## src/rtl/memc_pkg.sv

```systemverilog
// rtl/memc_pkg.sv - shared encodings for the MEMC DMA/CPU memory port arbiter
//
// Purpose: grant-owner encodings (also the read-data routing code on grant_o),
//          wishbone cycle-type-identifier values, and the arbiter state type.
// Ports:   none (package).
package memc_pkg;

    localparam logic [1:0] GNT_CPU = 2'd0;
    localparam logic [1:0] GNT_VID = 2'd1;
    localparam logic [1:0] GNT_CUR = 2'd2;
    localparam logic [1:0] GNT_SND = 2'd3;

    localparam logic [2:0] CTI_CLASSIC = 3'b000;
    localparam logic [2:0] CTI_INCR    = 3'b010;
    localparam logic [2:0] CTI_EOB     = 3'b111;

    typedef enum logic [1:0] {
        ST_IDLE = 2'd0,
        ST_DMA  = 2'd1,
        ST_CPU  = 2'd2
    } arb_state_t;

endpackage

```

## src/rtl/memc_dma_arbiter_if.sv

```systemverilog
// rtl/memc_dma_arbiter_if.sv - requester and wishbone memory port bundle for the arbiter
//
// Purpose: groups the CPU request port, the three DMA request ports and the
//          MEM_* wishbone master port.
// Modports:
//   master - arbiter view: consumes requests and mem_ack_i, drives acks,
//            grant_o and the mem_*_o bus.
//   slave  - environment view: the requesters plus the memory slave.
interface memc_dma_arbiter_if #(
    parameter int ADDR_W = 22
);
    logic              cpu_req;
    logic              cpu_we;
    logic [3:0]        cpu_sel;
    logic [ADDR_W-1:0] cpu_adr;
    logic              cpu_ack;
    logic              vid_req;
    logic [ADDR_W-1:0] vid_adr;
    logic              vid_ack;
    logic              cur_req;
    logic [ADDR_W-1:0] cur_adr;
    logic              cur_ack;
    logic              snd_req;
    logic [ADDR_W-1:0] snd_adr;
    logic              snd_ack;
    logic [1:0]        grant_o;
    logic              mem_cyc_o;
    logic              mem_stb_o;
    logic              mem_we_o;
    logic [3:0]        mem_sel_o;
    logic [2:0]        mem_cti_o;
    logic [ADDR_W-1:0] mem_adr_o;
    logic              mem_ack_i;

    modport master (
        input  cpu_req, cpu_we, cpu_sel, cpu_adr,
        input  vid_req, vid_adr, cur_req, cur_adr, snd_req, snd_adr,
        input  mem_ack_i,
        output cpu_ack, vid_ack, cur_ack, snd_ack, grant_o,
        output mem_cyc_o, mem_stb_o, mem_we_o, mem_sel_o, mem_cti_o, mem_adr_o
    );

    modport slave (
        output cpu_req, cpu_we, cpu_sel, cpu_adr,
        output vid_req, vid_adr, cur_req, cur_adr, snd_req, snd_adr,
        output mem_ack_i,
        input  cpu_ack, vid_ack, cur_ack, snd_ack, grant_o,
        input  mem_cyc_o, mem_stb_o, mem_we_o, mem_sel_o, mem_cti_o, mem_adr_o
    );

endinterface

```

## src/rtl/memc_prio_enc.sv

```systemverilog
// rtl/memc_prio_enc.sv - fixed-priority owner pick for the memory port arbiter
//
// Purpose: combinational pick; an owed CPU slot beats every DMA requester,
//          otherwise vid > cur > snd > cpu.
// Ports:
//   debt_cpu  in   CPU has a pending request and is owed a slot
//   vid/cur/snd/cpu in  raw request lines
//   grant     out  2-bit owner code (memc_pkg GNT_*)
//   valid     out  some requester is asking
module memc_prio_enc
    import memc_pkg::*;
(
    input  logic       debt_cpu,
    input  logic       vid,
    input  logic       cur,
    input  logic       snd,
    input  logic       cpu,
    output logic [1:0] grant,
    output logic       valid
);

    always_comb begin
        grant = GNT_CPU;
        valid = 1'b1;
        if (debt_cpu)  grant = GNT_CPU;
        else if (vid)  grant = GNT_VID;
        else if (cur)  grant = GNT_CUR;
        else if (snd)  grant = GNT_SND;
        else if (cpu)  grant = GNT_CPU;
        else           valid = 1'b0;
    end

endmodule

```

## src/rtl/memc_dma_arbiter.sv

```systemverilog
// rtl/memc_dma_arbiter.sv - CPU/video/cursor/sound arbiter for the MEMC wishbone port
//
// Purpose: DMA requesters get fixed-priority BURST_LEN-word incrementing
//          bursts; after each burst the CPU is owed CPU_SLOT single accesses
//          while it keeps requesting. One IDLE cycle separates every grant.
// Ports:
//   clkcpu  in  system clock, rising edge
//   rst_n   in  asynchronous active-low reset
//   bus     memc_dma_arbiter_if.master - requesters, acks, grant_o, MEM_* port
module memc_dma_arbiter
    import memc_pkg::*;
#(
    parameter int ADDR_W    = 22,
    parameter int BURST_LEN = 4,
    parameter int CPU_SLOT  = 1
) (
    input  logic                 clkcpu,
    input  logic                 rst_n,
    memc_dma_arbiter_if.master   bus
);

    localparam int BW = $clog2(BURST_LEN);
    localparam int DW = $clog2(CPU_SLOT + 2);
    localparam logic [BW-1:0] LAST_BEAT = BW'(BURST_LEN - 1);

    arb_state_t        state;
    logic [1:0]        grant;
    logic              cyc;
    logic              stb;
    logic              we;
    logic [3:0]        sel;
    logic [2:0]        cti;
    logic [ADDR_W-1:0] adr;
    logic [BW-1:0]     beat;
    logic [BW-1:0]     beat_nxt;
    logic [DW-1:0]     debt;

    logic [1:0]        pick;
    logic              pick_valid;
    logic [ADDR_W-1:0] dma_adr;
    logic              mem_ack;

    memc_prio_enc u_prio (
        .debt_cpu (debt != '0 && bus.cpu_req),
        .vid      (bus.vid_req),
        .cur      (bus.cur_req),
        .snd      (bus.snd_req),
        .cpu      (bus.cpu_req),
        .grant    (pick),
        .valid    (pick_valid)
    );

    always_comb begin
        dma_adr = bus.vid_adr;
        case (pick)
            GNT_CUR: dma_adr = bus.cur_adr;
            GNT_SND: dma_adr = bus.snd_adr;
            default: dma_adr = bus.vid_adr;
        endcase
    end

    // Counter wraps inside the aligned block; upper address bits never change.
    assign beat_nxt = beat + 1'b1;

    // Stray acks with no cycle open are discarded here.
    assign mem_ack = cyc & bus.mem_ack_i;

    always_ff @(posedge clkcpu or negedge rst_n) begin
        if (!rst_n) begin
            state <= ST_IDLE;
            grant <= GNT_CPU;
            cyc   <= 1'b0;
            stb   <= 1'b0;
            we    <= 1'b0;
            sel   <= 4'h0;
            cti   <= CTI_CLASSIC;
            adr   <= '0;
            beat  <= '0;
            debt  <= '0;
        end else begin
            case (state)
                ST_IDLE: begin
                    // Unused CPU slots are forfeited, never banked.
                    if (!bus.cpu_req)
                        debt <= '0;
                    if (pick_valid) begin
                        grant <= pick;
                        cyc   <= 1'b1;
                        stb   <= 1'b1;
                        if (pick == GNT_CPU) begin
                            state <= ST_CPU;
                            we    <= bus.cpu_we;
                            sel   <= bus.cpu_sel;
                            adr   <= bus.cpu_adr;
                            cti   <= CTI_CLASSIC;
                        end else begin
                            state <= ST_DMA;
                            we    <= 1'b0;
                            sel   <= 4'hF;
                            adr   <= {dma_adr[ADDR_W-1:BW], {BW{1'b0}}};
                            cti   <= CTI_INCR;
                            beat  <= '0;
                        end
                    end
                end
                ST_DMA: begin
                    if (mem_ack) begin
                        if (beat == LAST_BEAT) begin
                            state <= ST_IDLE;
                            cyc   <= 1'b0;
                            stb   <= 1'b0;
                            sel   <= 4'h0;
                            cti   <= CTI_CLASSIC;
                            debt  <= DW'(CPU_SLOT);
                        end else begin
                            beat <= beat_nxt;
                            adr  <= {adr[ADDR_W-1:BW], beat_nxt};
                            cti  <= (beat_nxt == LAST_BEAT) ? CTI_EOB : CTI_INCR;
                        end
                    end
                end
                ST_CPU: begin
                    if (mem_ack) begin
                        state <= ST_IDLE;
                        cyc   <= 1'b0;
                        stb   <= 1'b0;
                        we    <= 1'b0;
                        sel   <= 4'h0;
                        if (debt != '0)
                            debt <= debt - 1'b1;
                    end
                end
                default: state <= ST_IDLE;
            endcase
        end
    end

    assign bus.cpu_ack   = (state == ST_CPU) & mem_ack;
    assign bus.vid_ack   = (state == ST_DMA) & (grant == GNT_VID) & mem_ack;
    assign bus.cur_ack   = (state == ST_DMA) & (grant == GNT_CUR) & mem_ack;
    assign bus.snd_ack   = (state == ST_DMA) & (grant == GNT_SND) & mem_ack;
    assign bus.grant_o   = grant;
    assign bus.mem_cyc_o = cyc;
    assign bus.mem_stb_o = stb;
    assign bus.mem_we_o  = we;
    assign bus.mem_sel_o = sel;
    assign bus.mem_cti_o = cti;
    assign bus.mem_adr_o = adr;

endmodule

```

## src/flat_wrapper.sv

```systemverilog
// flat-port wrapper written by rule: the top's interface ports become plain ports
module memc_dma_arbiter_flat import memc_pkg::*;
#(
    parameter int ADDR_W    = 22,
    parameter int BURST_LEN = 4,
    parameter int CPU_SLOT  = 1
)
  (clkcpu, rst_n, bus_cpu_req, bus_cpu_we, bus_cpu_sel, bus_cpu_adr, bus_vid_req, bus_vid_adr, bus_cur_req, bus_cur_adr, bus_snd_req, bus_snd_adr, bus_mem_ack_i, bus_cpu_ack, bus_vid_ack, bus_cur_ack, bus_snd_ack, bus_grant_o, bus_mem_cyc_o, bus_mem_stb_o, bus_mem_we_o, bus_mem_sel_o, bus_mem_cti_o, bus_mem_adr_o);
  memc_dma_arbiter_if #(.ADDR_W(ADDR_W)) bus_i ();
  input  logic clkcpu;
  input  logic rst_n;
  input wire logic [$bits(bus_i.cpu_req)-1:0] bus_cpu_req;
  input wire logic [$bits(bus_i.cpu_we)-1:0] bus_cpu_we;
  input wire logic [$bits(bus_i.cpu_sel)-1:0] bus_cpu_sel;
  input wire logic [$bits(bus_i.cpu_adr)-1:0] bus_cpu_adr;
  input wire logic [$bits(bus_i.vid_req)-1:0] bus_vid_req;
  input wire logic [$bits(bus_i.vid_adr)-1:0] bus_vid_adr;
  input wire logic [$bits(bus_i.cur_req)-1:0] bus_cur_req;
  input wire logic [$bits(bus_i.cur_adr)-1:0] bus_cur_adr;
  input wire logic [$bits(bus_i.snd_req)-1:0] bus_snd_req;
  input wire logic [$bits(bus_i.snd_adr)-1:0] bus_snd_adr;
  input wire logic [$bits(bus_i.mem_ack_i)-1:0] bus_mem_ack_i;
  output wire logic [$bits(bus_i.cpu_ack)-1:0] bus_cpu_ack;
  output wire logic [$bits(bus_i.vid_ack)-1:0] bus_vid_ack;
  output wire logic [$bits(bus_i.cur_ack)-1:0] bus_cur_ack;
  output wire logic [$bits(bus_i.snd_ack)-1:0] bus_snd_ack;
  output wire logic [$bits(bus_i.grant_o)-1:0] bus_grant_o;
  output wire logic [$bits(bus_i.mem_cyc_o)-1:0] bus_mem_cyc_o;
  output wire logic [$bits(bus_i.mem_stb_o)-1:0] bus_mem_stb_o;
  output wire logic [$bits(bus_i.mem_we_o)-1:0] bus_mem_we_o;
  output wire logic [$bits(bus_i.mem_sel_o)-1:0] bus_mem_sel_o;
  output wire logic [$bits(bus_i.mem_cti_o)-1:0] bus_mem_cti_o;
  output wire logic [$bits(bus_i.mem_adr_o)-1:0] bus_mem_adr_o;
  assign bus_i.cpu_req = bus_cpu_req;
  assign bus_i.cpu_we = bus_cpu_we;
  assign bus_i.cpu_sel = bus_cpu_sel;
  assign bus_i.cpu_adr = bus_cpu_adr;
  assign bus_i.vid_req = bus_vid_req;
  assign bus_i.vid_adr = bus_vid_adr;
  assign bus_i.cur_req = bus_cur_req;
  assign bus_i.cur_adr = bus_cur_adr;
  assign bus_i.snd_req = bus_snd_req;
  assign bus_i.snd_adr = bus_snd_adr;
  assign bus_i.mem_ack_i = bus_mem_ack_i;
  assign bus_cpu_ack = bus_i.cpu_ack;
  assign bus_vid_ack = bus_i.vid_ack;
  assign bus_cur_ack = bus_i.cur_ack;
  assign bus_snd_ack = bus_i.snd_ack;
  assign bus_grant_o = bus_i.grant_o;
  assign bus_mem_cyc_o = bus_i.mem_cyc_o;
  assign bus_mem_stb_o = bus_i.mem_stb_o;
  assign bus_mem_we_o = bus_i.mem_we_o;
  assign bus_mem_sel_o = bus_i.mem_sel_o;
  assign bus_mem_cti_o = bus_i.mem_cti_o;
  assign bus_mem_adr_o = bus_i.mem_adr_o;
  memc_dma_arbiter #(.ADDR_W(ADDR_W), .BURST_LEN(BURST_LEN), .CPU_SLOT(CPU_SLOT)) u_core (.clkcpu(clkcpu), .rst_n(rst_n), .bus(bus_i));
endmodule
```

## config.mk

```make
export PLATFORM = sky130hd
export DESIGN_NAME = memc_dma_arbiter_flat
export DESIGN_NICKNAME = d
export VERILOG_FILES = /design/src/rtl/memc_pkg.sv /design/src/rtl/memc_dma_arbiter_if.sv /design/src/rtl/memc_prio_enc.sv /design/src/rtl/memc_dma_arbiter.sv /design/src/flat_wrapper.sv
export SDC_FILE = /design/constraint.sdc
export NUM_CORES = 1
export LEC_CHECK = 0
export ABC_AREA = 1
export BUFFER_PORTS_ARGS = -buffer_cell sky130_fd_sc_hd__buf_2
export CAP_MARGIN = 0
export CELL_PAD_IN_SITES_DETAIL_PLACEMENT = 0
export CELL_PAD_IN_SITES_GLOBAL_PLACEMENT = 1
export CORE_AREA = 2 2 105 107
export CTS_BUF_LIST = sky130_fd_sc_hd__clkbuf_16
export DETAILED_ROUTE_END_ITERATION = 8
export DIE_AREA = 0 0 107 109
export PLACE_DENSITY = 0.86
export SLEW_MARGIN = 5
export SYNTH_ARGS = -nofsm -noshare
export SYNTH_HDL_FRONTEND = slang
export SYNTH_SLANG_ARGS = --single-unit
```

## constraint.sdc

```tcl
create_clock -name clkcpu -period 1.35 [get_ports clkcpu]
set_input_delay 0.27 -clock clkcpu [delete_from_list [all_inputs] [get_ports clkcpu]]
set_output_delay 0.27 -clock clkcpu [all_outputs]
set_load 0.005 [all_outputs]
```

-- After elaboration in Yosys (flattened, before gate mapping)
Index checks and enable logic that the tools add are counted.
- flip-flop bits (word level): 39
- output and inout bits: 38
- logic and storage cells: 106
- input port bits: 100
- add/sub/neg operators: 2
- reductions and logical operators: 16
- multiplexer cells: 52
- bitwise gates (word level): 9
- eq/ne operators: 17
- operators by type and width (operator ; count):
    22-bit case mux with 2 select lines ; 2
    22-bit 2-to-1 mux ; 3
    2-bit 2-to-1 mux ; 20
    4-bit 2-to-1 mux ; 5
    2-bit equality test, second input constant ; 7
    3-bit 2-to-1 mux ; 4
    2-bit case mux with 3 select lines ; 2
    4-bit case mux with 3 select lines ; 1
    1-bit 2-to-1 mux ; 11
    2-bit by 1-bit != test with 1-bit output, second input constant ; 5
    5-bit AND reduction ; 2
    3-bit AND reduction ; 3
    1-bit AND ; 8
    4-bit AND reduction ; 2
    2-bit != test, second input constant ; 3
    3-bit case mux with 2 select lines ; 1
    6-bit AND reduction ; 1
    2-bit nonzero test ; 3
    2-bit by 1-bit equality test with 1-bit output, second input constant ; 2
    2-bit logical NOT ; 2
    2-bit case mux with 2 select lines ; 1
    1-bit case mux with 3 select lines ; 1
    3-bit nonzero test ; 1
    2-bit by 1-bit adder with 2-bit output, second input constant ; 1
    other kinds (5) ; 5

-- Logic depth before layout (Yosys ltp)
Gate-level depths: netlist of the first run.
- depth in word-level cells: 9
- gate-level depth with buffers: 11
- gate-level depth less buffers: 10

-- Hierarchy
Synthesis of the first run repeated with hierarchy kept, for this count alone.
- cells, all modules: 381
- area, all modules: 2527.4 µm²
- by module, submodules not included (module ; times used ; area each (µm²) ; cells each):
    memc_dma_arbiter ; 1 ; 2488.6 ; 373
    memc_prio_enc ; 1 ; 38.8 ; 8

-- Worst setup path before layout of the first run
OpenSTA, ideal clock, no wires.
- path type: reg2reg
- start point: register u_core.state[1]
- end point: register u_core.beat[0]
- arrival time: 1.277 ns
- setup slack: -0.043 ns
- clock period less this slack: 1.393 ns
- cell stages (with the launch flop): 11
- path buffers: 1
- path through: dfrtp_1 inv_1 ha_1 buf_2 nand2_1 o21ai_1 inv_1 nor2_4 nand2_1 nand2_1 nand2_1
- cells in the longest elaborated chain, start to end: 3
- RTL lines (item ; line ; RTL):
    start, declared ; memc_dma_arbiter.sv:26 ; arb_state_t state;
    start signal, assigned ; memc_dma_arbiter.sv:70 ; state <= ST_IDLE;
    start signal, assigned ; memc_dma_arbiter.sv:91 ; state <= ST_CPU;
    start signal, assigned ; memc_dma_arbiter.sv:97 ; state <= ST_DMA;
    2-bit by 1-bit equality test with 1-bit output or 2-bit logical NOT (tied branches) ; memc_dma_arbiter.sv:81 ; case (state)
    2-bit != test (no source line) (tied with other cells) ; n/a ;
    5-bit AND reduction (no source line) ; n/a ;
    end signal, assigned ; memc_dma_arbiter.sv:116 ; beat <= beat_nxt;
    end, declared ; memc_dma_arbiter.sv:34 ; logic [BW-1:0] beat;
Several ways; a longest one is shown, not always the timed one.
A chain may end at the register's enable or synchronous reset.

-- Worst setup path in the final report of the first run
- start point: register u_core.state[1]
- end point: output port bus_cpu_ack
- cells in the longest elaborated chain, start to end: 2
- RTL lines (item ; line ; RTL):
    2-bit equality test ; memc_dma_arbiter.sv:138 ; assign bus.cpu_ack = (state == ST_CPU) & mem_ack;
    1-bit AND ; memc_dma_arbiter.sv:138 ;
    end, declared ; flat_wrapper.sv:23 ; output wire logic [$bits(bus_i.cpu_ack)-1:0] bus_cpu_ack;
No other way between the ends.

==> summary.md, run 1 <==
| Metric | Value |
|---|---|
| DR iter-0 viols | `131` |
| Clock root buffer master | `clkbuf_16` |
| Die ar. | `0.0117 sq mm` |
| Critical Path RT | `1.08 ns` |
| CTS max path bufs | `2` |
| First-pass GRT wire length | `14600 um` |
| Setup TNS | `-7.07 ns` |
| Final Critical Period | `1.63 ns` |
| Hold path cells | `3` |
| Fin. Hold Viols | `0` |
| Layout cells sized above 1 | `47.5%` |
| Seq/Total Area, Yosys | `34.1%` |
| Final period util | `120%` |
| WHS | `0.241 ns` |
| Total gr overflow | `0` |
| Area Growth Syn to Fin | `73.2%` |
| CP endpoint kind | `output port` |
| Initial antenna violation count | `0` |
| CP max FO | `4` |
| Cell Pwr Density | `650 mW/mm^2` |
| Die H | `109 um` |
| Met1 usage | `19.1%` |
| Dpl hpwl | `6260 um` |
| Die width | `107 um` |
| Fmax | `0.615 GHz` |
| Vias per cell | `4.36` |
| CTS clk-pin slew, worst paths | `0.06 ns` |
| Clock latency on the worst-skew pair | `0.28 ns` |
| Post-detailed-routing wire length | `10200 um` |
| Synthesized area | `0.00279 sq mm` |
| Ys Warns | `0` |
| Hold_sp | `bus_cpu_sel[2]` |
| Maximum vdd drop | `0.380 mV` |
| Hold Crit Class | `primary input to flop` |
| Cell count after synthesis | `460` |
| Status | `finished with violations` |
| Global-route met2 utilization | `29.1%` |
| LEAKAGE | `2.78 nW` |
| GR Util met3 | `3.47%` |
| H-tree Lvls | `2` |
| Port Buf Inserts | `131` |
| Initial core utilization | `26.3%` |
| Avg WL per Cell | `13.4 um` |
| Final Cell Area | `0.00483 sq mm` |
| Pins over their slew limit | `0` |
| # nets final | `729` |
| Setup crit start kind | `flop` |
| Vias | `3328` |
| Worst-margin pin slew | `0.379 ns` |
| Final setup viols | `41` |
| Post-route ant nets | `0` |
| Core Rows | `38` |
| Placer's final routability congestion estimate | `0.734` |
| MaxCap Viol Count | `0` |
| Sinks on Clock Net | `38` |
| Setup crit start | `u_core.state[1]$_DFFE_PN0P_` |
| Area of placed instances | `0.00375 sq mm` |
| Netlist cell types | `22` |
| Most frequent cells in the layout | `buf_2 (131), nand2_1 (129), inv_1 (94), dfrtp_1 (37), nor2_1 (27)` |
| Arr. time, crit path | `1.36 ns` |
| Vias in the first global route | `3085` |
| Synth area leaders | `dfrtp_1 (34%), nand2_1 (18%), inv_1 (13%)` |
| Slew headroom | `74.7%` |
| Most Used Layer, Global Route | `met2` |
| Tot Pwr | `3.14 mW` |
| R2R Path Start | `u_core.state[0]$_DFFE_PN0P_` |
| TritonCTS buffer count | `5` |
| Final Skew | `0.00409 ns` |
| Seq cells post-synth | `38` |
| RSZ-0062 raised after global routing | `true` |
| Most common cell after layout, fill and taps aside | `buf_2` |
| 1st-pass router iterations | `4` |
| Synth Net Count | `567` |
| CTS tree | `done` |
| Largest net degree at the start of global routing | `39` |
| DRC | `0` |
| Top Ports | `138` |
| Core area | `0.0106 sq mm` |
| Synth top area share | `34.1%` |
| Mean Syn Cell Area | `6.06 sq um` |
| Post-synth top area cell | `dfrtp_1` |
| Worst Setup Slack, final | `-0.276 ns` |
| Failing checks | `negative setup slack` |
| Critical path class | `flop to output port` |
| Number of diodes | `0` |
| Reg2Reg Depth | `6` |
| Total GRT Usage | `15.8%` |
==> power breakdown <==
group / total, mW / internal, mW / leakage [nW] / switching (mW)
combinational: 0.674 / 0.318 / 2.17 / 0.357
clock: 1.32 / 0.859 / 0.0864 / 0.465
sequential: 1.14 / 1.14 / 0.522 / 0.000864
==> metrics by stage <==
stage | worst slack, ns | util [%] | cells
finish | -0.276 | 45.5 | 763
CTS | -0.236 | 39.9 | 753
floorplan | -0.00609 | - | 460
detailed placement | -0.463 | 35.4 | 736
global placement | -0.390 | 35.4 | 736
global route | -0.338 | 45.5 | 763
==> registers in the layout, summed over array words and instances, names as in the netlist <==
register / count
u_core.beat: 2
u_core.bus.grant_o: 2
u_core.bus.mem_adr_o: 22
u_core.bus.mem_cti_o: 2
u_core.bus.mem_cyc_o: 1
u_core.bus.mem_sel_o: 4
u_core.bus.mem_we_o: 1
u_core.debt: 2
u_core.state: 2
==> cells in the mapped netlist <==
library cell  instances
a21oi_1               3
buf_2                11
buf_4                 7
buf_6                 1
clkinv_1              1
dfrtp_1              38
ha_1                  7
inv_1                98
inv_2                 2
nand2_1             134
nand2_2               6
nand3_1              29
nand3_2               1
nand4_1               3
nor2_1               72
nor2_2                2
nor2_4                1
nor3_1                3
o21ai_0              36
o21ai_1               2
o21bai_1              2
or2_2                 1
==> cell families (layout without fill, tap and decap cells) <==
logic type | count (synthesis) | in the layout | synth area share (%)
adders and majority gates | 7 | 7 | 3.14
DFF | 38 | 38 | 34.1
buffers and inverters | 120 | 281 | 17.9
and+or+nand+nor | 252 | 254 | 37.0
AOI/OAI and AO/OA | 43 | 43 | 7.90
==> what timing repair did <==
item	4_1_cts	5_1_grt
setup buffers	5	3
cloned	4	7
hold buffers	1	0
endpoints found under the hold margin	38	0
pin swaps	21	49
resized for setup	59	129
endpoints found under the setup margin	41	42
==> final cells by class <==
type,instances,area (sq um)
clock buffers,5,125
clock inverters,3,37.5
fillers,1083,5780
inverters,101,382
multi-input cells,304,1930
flip-flops and latches,38,952
well taps,140,175
repair buffers,172,1230
==> critical path: stages, from the launching register on <==
cell and delay (ns):
dfrtp_1 0.40, buf_4 0.14, buf_4 0.14, ha_4 0.18, inv_4 0.07, nor2_4 0.03, buf_2 0.12
==> final timing paths <==
| check | end | slack, ns |
|---|---|---|
| min reg2reg | u_core.bus.mem_adr_o[14]$_DFFE_PN0P_ | 0.47 |
| max reg2reg | u_core.bus.mem_sel_o[0]$_DFFE_PN0P_ | -0.21 |
| min | u_core.bus.mem_sel_o[2]$_DFFE_PN0P_ | 0.24 |
| max | bus_cpu_ack | -0.28 |
| min in group asynchronous | u_core.bus.mem_adr_o[1]$_DFFE_PN0P_ | 0.48 |
| max in group asynchronous | u_core.state[0]$_DFFE_PN0P_ | 0.65 |
==> per-layer routing <==
layer | wire length, um | up-vias | share of wire (%)
li1 | - | 1691 | -
met1 | 4180 | 1553 | 41
met2 | 5470 | 78 | 54
met3 | 487 | 6 | 4.8
met4 | 49 | 0 | 0.48
met5 | 0 | - | 0
Note: power is estimated with default switching activity, not from simulation.
==> run 2, diff against run 1 <==
Settings changed: CORE_AREA 2 2 105 107 to 2 2 100 102, DIE_AREA 0 0 107 109 to 0 0 102 104, PLACE_DENSITY 0.86 to 0.9.
Clock period 1.35 ns to 1.5 ns, I/O delays scaled along.
==> run 2 against run 1 <==
Net effect: the flow still finishes with violations (negative setup slack); highest routed layer unchanged; flip-flop and latch count unchanged; clock skew increased by 0.0036 ns; combinational power decreased by 17%; cell area decreased by 4.1%; largest power group unchanged; total power decreased by 6.1%; die area decreased by 9.0%; clock-buffer cell count unchanged; final cell count decreased by 0.52%.
==> summary.md, run 2 (same netlist as run 1, synthesis figures left out) <==
| Metric | Value |
|---|---|
| Status | `finished with violations (unchanged)` |
| Failing checks | `negative setup slack (unchanged)` |
| Setup crit start kind | `flop (unchanged)` |
| Fin. Hold Viols | `0 (unchanged)` |
| CTS clk-pin slew, worst paths | `0.06 ns (about the same)` |
| Total gr overflow | `0 (unchanged)` |
| Maximum vdd drop | `0.436 mV (was 0.380 mV)` |
| Top Ports | `138 (unchanged)` |
| Hold buffers post-CTS | `0 (was 1)` |
| Tot Pwr | `2.95 mW (was 3.14 mW)` |
| Layout cells sized above 1 | `42.2% (was 47.5%)` |
| Number of diodes | `0 (unchanged)` |
| Worst Setup Slack, final | `-0.141 ns (was -0.276 ns)` |
| Final Critical Period | `1.64 ns` |
| Critical path class | `flop to output port (unchanged)` |
| Sequential Area | `951 sq um (was 952 sq um)` |
| Fmax | `0.609 GHz` |
| Critical Path RT | `1.20 ns (was 1.08 ns)` |
| Hold Crit Class | `primary input to async pin (was primary input to flop)` |
| DR iter-0 viols | `70 (was 131)` |
| Placer's final routability congestion estimate | `0.752 (was 0.734)` |
| CTS tree | `done (unchanged)` |
| Area Growth Syn to Fin | `66.1% (was 73.2%)` |
| Clock latency on the worst-skew pair | `0.28 ns (about the same)` |
| Worst R2R End | `u_core.beat[0]$_DFFE_PN0P_ (was u_core.bus.mem_sel_o[0]$_DFFE_PN0P_)` |
| Sinks on Clock Net | `38 (unchanged)` |
| Reg2Reg Depth | `9 (was 6)` |
| Most common cell after layout, fill and taps aside | `buf_2 (unchanged)` |
| DRC | `0 (unchanged)` |
| Core Rows | `36 (was 38)` |
| Post-detailed-routing wire length | `9380 um (was 10200 um)` |
| Worst-margin pin slew | `0.511 ns (was 0.379 ns)` |
| Vias | `3321 (was 3328)` |
| R2R setup slack | `-0.08 ns (was -0.21 ns)` |
| Final setup viols | `30 (was 41)` |
| MaxCap Viol Count | `0 (unchanged)` |
| Vias per cell | `4.38 (was 4.36)` |
| CP endpoint kind | `output port (unchanged)` |
| Fill cells | `983 (was 1083)` |
| TritonCTS buffer count | `5 (unchanged)` |
| CTS max path bufs | `2 (unchanged)` |
| Die ar. | `0.0106 sq mm (was 0.0117 sq mm)` |
| H-tree Lvls | `2 (unchanged)` |
| Final period util | `109%` |
| Dpl hpwl | `5960 um (was 6260 um)` |
| Cell Pwr Density | `637 mW/mm^2 (was 650 mW/mm^2)` |
| Avg WL per Cell | `12.4 um (was 13.4 um)` |
| CP max FO | `3 (was 4)` |
| Most frequent cells in the layout | `buf_2 (131), nand2_1 (129), inv_1 (90), nor2_1 (68), dfrtp_1 (38) (was buf_2 (131), nand2_1 (129), inv_1 (94), dfrtp_1 (37), nor2_1 (27))` |
| 1st-pass router iterations | `6 (was 4)` |
| LEAKAGE | `2.79 nW (was 2.78 nW)` |
| Place WS | `-0.357 ns (was -0.463 ns)` |
| Number of flip-flops in the largest register | `22 (unchanged)` |
| Area of placed instances | `0.00368 sq mm (was 0.00375 sq mm)` |
| Placed cells | `724 (was 736)` |
| Vias in the first global route | `3097 (was 3085)` |
| # nets final | `732 (was 729)` |
| Pins over their slew limit | `0 (unchanged)` |
| Post-route ant nets | `0 (unchanged)` |
| Die H | `104 um (was 109 um)` |
| Port Buf Inserts | `131 (unchanged)` |
| Multi-input logic area | `0.00169 sq mm (was 0.00193 sq mm)` |
| Initial core utilization | `29.2% (was 26.3%)` |
| Final std cells w/o fill | `759 (was 763)` |
| Arr. time, crit path | `1.34 ns (was 1.36 ns)` |
| Final Skew | `0.00774 ns (was 0.00409 ns)` |
| Total GRT Usage | `16.3% (was 15.8%)` |
| RSZ-0062 raised after global routing | `true (unchanged)` |
| Die width | `102 um (was 107 um)` |
| Slew headroom | `65.9% (was 74.7%)` |
| Final Cell Area | `0.00463 sq mm (was 0.00483 sq mm)` |
| Largest net degree at the start of global routing | `39 (unchanged)` |
| R2R Path Start | `u_core.state[0]$_DFFE_PN0P_ (unchanged)` |
| Initial antenna violation count | `0 (unchanged)` |
| Setup TNS | `-1.39 ns (was -7.07 ns)` |
| Core area | `0.00955 sq mm (was 0.0106 sq mm)` |
| Clock root buffer master | `clkbuf_16 (unchanged)` |
| First-pass GRT wire length | `14200 um (was 14600 um)` |
==> run 2: cell types whose count changed in the layout (fill, tap and decap cells not counted), sizes merged <==
cell | previous run | this run
inv | 102 | 100
dlygate4sd3 | 1 | 0
nand3 | 31 | 30
buf | 165 | 172
bufinv | 1 | 2
clkinv | 1 | 2
clkbuf | 11 | 9
==> run 2: worst max path at each step <==
stage	start	end	slack (ns)	cells after the start
4_1_cts	u_core.state[1]$_DFFE_PN0P_	bus_vid_ack	-0.11	6
2_1_floorplan	u_core.state[1]$_DFFE_PN0P_	u_core.beat[0]$_DFFE_PN0P_	0.11	10
5_1_grt	u_core.state[0]$_DFFE_PN0P_	bus_cpu_ack	-0.19	6
6_report	u_core.state[0]$_DFFE_PN0P_	bus_cpu_ack	-0.14	6
3_3_place_gp	u_core.state[0]$_DFFE_PN0P_	u_core.bus.mem_adr_o[11]$_DFFE_PN0P_	-0.25	8
3_5_place_dp	u_core.state[0]$_DFFE_PN0P_	u_core.bus.mem_adr_o[21]$_DFFE_PN0P_	-0.36	8
==> run 2: where the power goes <==
group	switching [mW]	total (mW)	internal [mW]
combinational	0.283	0.561	0.277
sequential	0.000785	1.03	1.03
clock	0.412	1.36	0.947
total	0.696	2.95	2.25
==> run 2: what timing repair did <==
| action | 4_1_cts | 5_1_grt |
|---|---|---|
| pin swaps | 15 | 35 |
| setup endpoints to repair | 38 | 42 |
| setup buffers | 11 | 7 |
| resized for setup | 42 | 88 |
| gates cloned | 4 | 5 |
==> run 2: cell type report <==
type / instances / area share, %
Clock inverter: 3 / 1.38
Inverter: 101 / 8.25
Sequential cell: 38 / 20.6
Clock buffer: 5 / 2.70
Tap cell: 133 / 3.60
Timing Repair Buffer: 176 / 27.0
Multi-Input combinational cell: 303 / 36.6
==> run 2: metrics by stage <==
stage | hold WS [ns] | util [%]
floorplan | 0.00441 | -
global placement | 0.389 | 38.6
detailed placement | 0.394 | 38.6
CTS | 0.102 | 44.0
global route | 0.132 | 48.5
finish | 0.0824 | 48.5
==> run 2: layer usage <==
metal	vias up	global-route usage [%]	part of all wire (%)
met1	1547	19.4	42
li1	1690	-	-
met5	-	0	0
met4	0	4.00	0.87
met2	78	30.0	53
met3	6	2.76	4.8
==> run 2: worst max-delay path, stage by stage (launching register included) <==
cell     delay [ns]
dfrtp_1        0.44
inv_2          0.11
buf_6          0.11
ha_4           0.16
inv_4          0.04
nor2_4         0.08
buf_2          0.12
==> run 3, diff against run 2 <==
Settings changed: BUFFER_PORTS_ARGS -buffer_cell sky130_fd_sc_hd__buf_2 to unset, CORE_AREA 2 2 100 102 to 2 2 87 89, DIE_AREA 0 0 102 104 to 0 0 89 91, DONT_BUFFER_PORTS set to 1, PLACE_DENSITY 0.9 to 0.87.
==> run 3 against run 2 <==
Net effect: the flow still finishes with violations (negative setup slack); worst setup slack improved by 0.028 ns; utilization increased by 5.8 points; clock-buffer cell count stayed put; sequential share of layout area up 4.0 points; die area fell by 24%; clock skew about the same; register-to-register slack about the same; first-iteration DRC count up 17%; via count fell by 16%; critical path type unchanged.
==> summary.md, run 3 (same netlist as run 1, synthesis figures left out) <==
| Metric | Value |
|---|---|
| RSZ-0062 raised after global routing | `true (unchanged)` |
| Avg WL per Cell | `14.5 um (was 12.4 um)` |
| Setup crit start kind | `flop (unchanged)` |
| Hold Crit Class | `primary input to flop (was primary input to async pin)` |
| Vias | `2781 (was 3321)` |
| Initial core utilization | `39.0% (was 29.2%)` |
| Total GRT Usage | `19.4% (was 16.3%)` |
| Final Skew | `0.00790 ns (was 0.00774 ns)` |
| Total gr overflow | `0 (unchanged)` |
| Sw Share | `25.6% (was 23.6%)` |
| Most frequent cells in the layout | `nand2_1 (130), inv_1 (92), nor2_1 (60), dfrtp_1 (38), buf_4 (18) (was buf_2 (131), nand2_1 (129), inv_1 (90), nor2_1 (68), dfrtp_1 (38))` |
| Area Growth Syn to Fin | `38.9% (was 66.1%)` |
| Setup TNS | `-1.38 ns (was -1.39 ns)` |
| Reg2Reg Depth | `12 (was 9)` |
| Sinks on Clock Net | `38 (unchanged)` |
| Highest Signal Layer | `met4 (unchanged)` |
| Core Rows | `31 (was 36)` |
| Port Buf Inserts | `0 (was 131)` |
| Most common cell after layout, fill and taps aside | `nand2_1 (was buf_2)` |
| Final setup viols | `34 (was 30)` |
| TritonCTS buffer count | `5 (unchanged)` |
| Post-route ant nets | `0 (unchanged)` |
| MaxCap Viol Count | `0 (unchanged)` |
| DR iter-0 viols | `82 (was 70)` |
| 1st-pass router iterations | `4 (was 6)` |
| Vias per cell | `4.71 (was 4.38)` |
| Number of diodes | `0 (unchanged)` |
| Switching power | `0.679 mW (was 0.696 mW)` |
| Clock network power share | `46.7% (was 46.1%)` |
| CTS tree | `done (unchanged)` |
| Pins over their slew limit | `0 (unchanged)` |
| Initial antenna violation count | `0 (unchanged)` |
| Routed wl met2 | `4330 um (was 4940 um)` |
| Placer's final routability congestion estimate | `0.819 (was 0.752)` |
| Clock root buffer master | `clkbuf_16 (unchanged)` |
| Critical path class | `flop to output port (unchanged)` |
| Top Ports | `138 (unchanged)` |
| Core area | `0.00714 sq mm (was 0.00955 sq mm)` |
| Fill cells | `713 (was 983)` |
| First-pass GRT wire length | `12400 um (was 14200 um)` |
| Critical Path RT | `1.20 ns (about the same)` |
| Maximum vdd drop | `0.450 mV (was 0.436 mV)` |
| Hold path cells | `2` |
| Pint | `1.98 mW (was 2.25 mW)` |
| DRT met1 WL | `3700 um (was 3910 um)` |
| CTS clk-pin slew, worst paths | `0.07 ns (was 0.06 ns)` |
| Arr. time, crit path | `1.31 ns (was 1.34 ns)` |
| Largest net degree at the start of global routing | `39 (unchanged)` |
| Status | `finished with violations (unchanged)` |
| Number of flip-flops in the largest register | `22 (unchanged)` |
| Worst Setup Slack, final | `-0.113 ns (was -0.141 ns)` |
| Final Critical Period | `1.61 ns (was 1.64 ns)` |
| Die width | `89 um (was 102 um)` |
| Worst-margin pin slew | `0.318 ns (was 0.511 ns)` |
| Final period util | `108% (was 109%)` |
| H-tree Lvls | `2 (unchanged)` |
| DRC | `0 (unchanged)` |
| Register share of total power | `38.7% (was 34.9%)` |
| Fmax | `0.620 GHz (was 0.609 GHz)` |
| CP endpoint kind | `output port (unchanged)` |
| Slew headroom | `78.7% (was 65.9%)` |
| CTS max path bufs | `2 (unchanged)` |
| Met3 wire len | `464 um (was 450 um)` |
| Failing checks | `negative setup slack (unchanged)` |
| Post-detailed-routing wire length | `8580 um (was 9380 um)` |
| LEAKAGE | `2.17 nW (was 2.79 nW)` |
| Fin. Hold Viols | `0 (unchanged)` |
| Cell Pwr Density | `686 mW/mm^2 (was 637 mW/mm^2)` |
| Layout Utilization | `54.2% (was 48.5%)` |
| Comb power frac | `14.6% (was 19.0%)` |
| Dpl hpwl | `5210 um (was 5960 um)` |
| Die H | `91 um (was 104 um)` |
| Die ar. | `0.00810 sq mm (was 0.0106 sq mm)` |
| # nets final | `597 (was 732)` |
| Layout cells sized above 1 | `25.1% (was 42.2%)` |
| Clock latency on the worst-skew pair | `0.28 ns (about the same)` |
| Vias in the first global route | `2563 (was 3097)` |
| CP max FO | `3 (unchanged)` |
==> run 3: changes by cell type in the layout (fill, tap and decap cells not counted), moves of 3 or more <==
cell and change:
nor2_2 +8, buf_4 -3, nand3_2 -4, buf_2 -131, o21ai_0 +9, o21ai_2 -8, nor2_1 -8, nand3_1 +3
==> run 3: worst paths after layout <==
kind | end | slack, ns | startpoint
min in group asynchronous | u_core.debt[0]$_DFFE_PN0P_ | 0.49 | rst_n
max | bus_cpu_ack | -0.11 | u_core.state[0]$_DFFE_PN0P_
max reg2reg | u_core.bus.mem_adr_o[7]$_DFFE_PN0P_ | -0.07 | u_core.debt[1]$_DFFE_PN0P_
min reg2reg | u_core.bus.mem_adr_o[3]$_DFFE_PN0P_ | 0.50 | u_core.bus.mem_adr_o[3]$_DFFE_PN0P_
min | u_core.bus.mem_we_o$_DFFE_PN0P_ | 0.16 | bus_cpu_we
max in group asynchronous | u_core.bus.mem_cti_o[0]$_DFFE_PN0P_ | 0.80 | rst_n
==> run 3: power by group through the flow <==
stage	registers [mW]	clock network, mW	logic [mW]
after floorplan	1.05	0	0.181
after global placement	1.05	0	0.234
after detailed placement	1.05	0	0.236
after CTS	1.03	1.26	0.286
after global routing	1.03	1.31	0.431
final	1.03	1.24	0.388
==> run 3: through the flow <==
stage / instances / instance area (sq um) / hold WS, ns / power (mW) / setup WS [ns]
after floorplan: 460 / 2790 / 0.00441 / 1.23 / 0.107
after global placement: 562 / 3010 / 0.00523 / 1.28 / -0.231
after detailed placement: 562 / 3010 / 0.00531 / 1.28 / -0.299
after CTS: 579 / 3450 / 0.170 / 2.57 / -0.115
after global routing: 590 / 3870 / 0.170 / 2.77 / -0.172
final: 590 / 3870 / 0.160 / 2.66 / -0.113
==> run 3: area by class of cell <==
class / count / area (sq um) / area share (%)
inverter: 101 / 382 / 9.86
sequential: 38 / 951 / 24.6
multi-input combinational: 303 / 1700 / 43.8
timing repair buffer: 41 / 548 / 14.2
clock inverter: 3 / 45.0 / 1.16
clock buffer: 5 / 125 / 3.23
tap: 99 / 124 / 3.20
==> run 3: metal layers <==
metal,track usage [%],vias up
li1,-,1423
met2,34.1,75
met4,3.98,0
met5,0,-
met1,23.8,1274
met3,4.45,9
==> run 3: what timing repair did <==
action / CTS / global route
hold buffers: 2 / 0
cloned: 2 / 7
gates resized for setup: 46 / 68
buffers inserted: 5 / 4
endpoints found under the setup margin: 39 / 42
pin swaps: 8 / 27
hold endpoints to repair: 38 / 0
==> run 3: critical path, stage by stage (launching register included) <==
cell     delay [ns]
dfrtp_1        0.43
inv_2          0.11
buf_6          0.11
ha_4           0.14
buf_6          0.11
inv_4          0.04
nor2_4         0.09
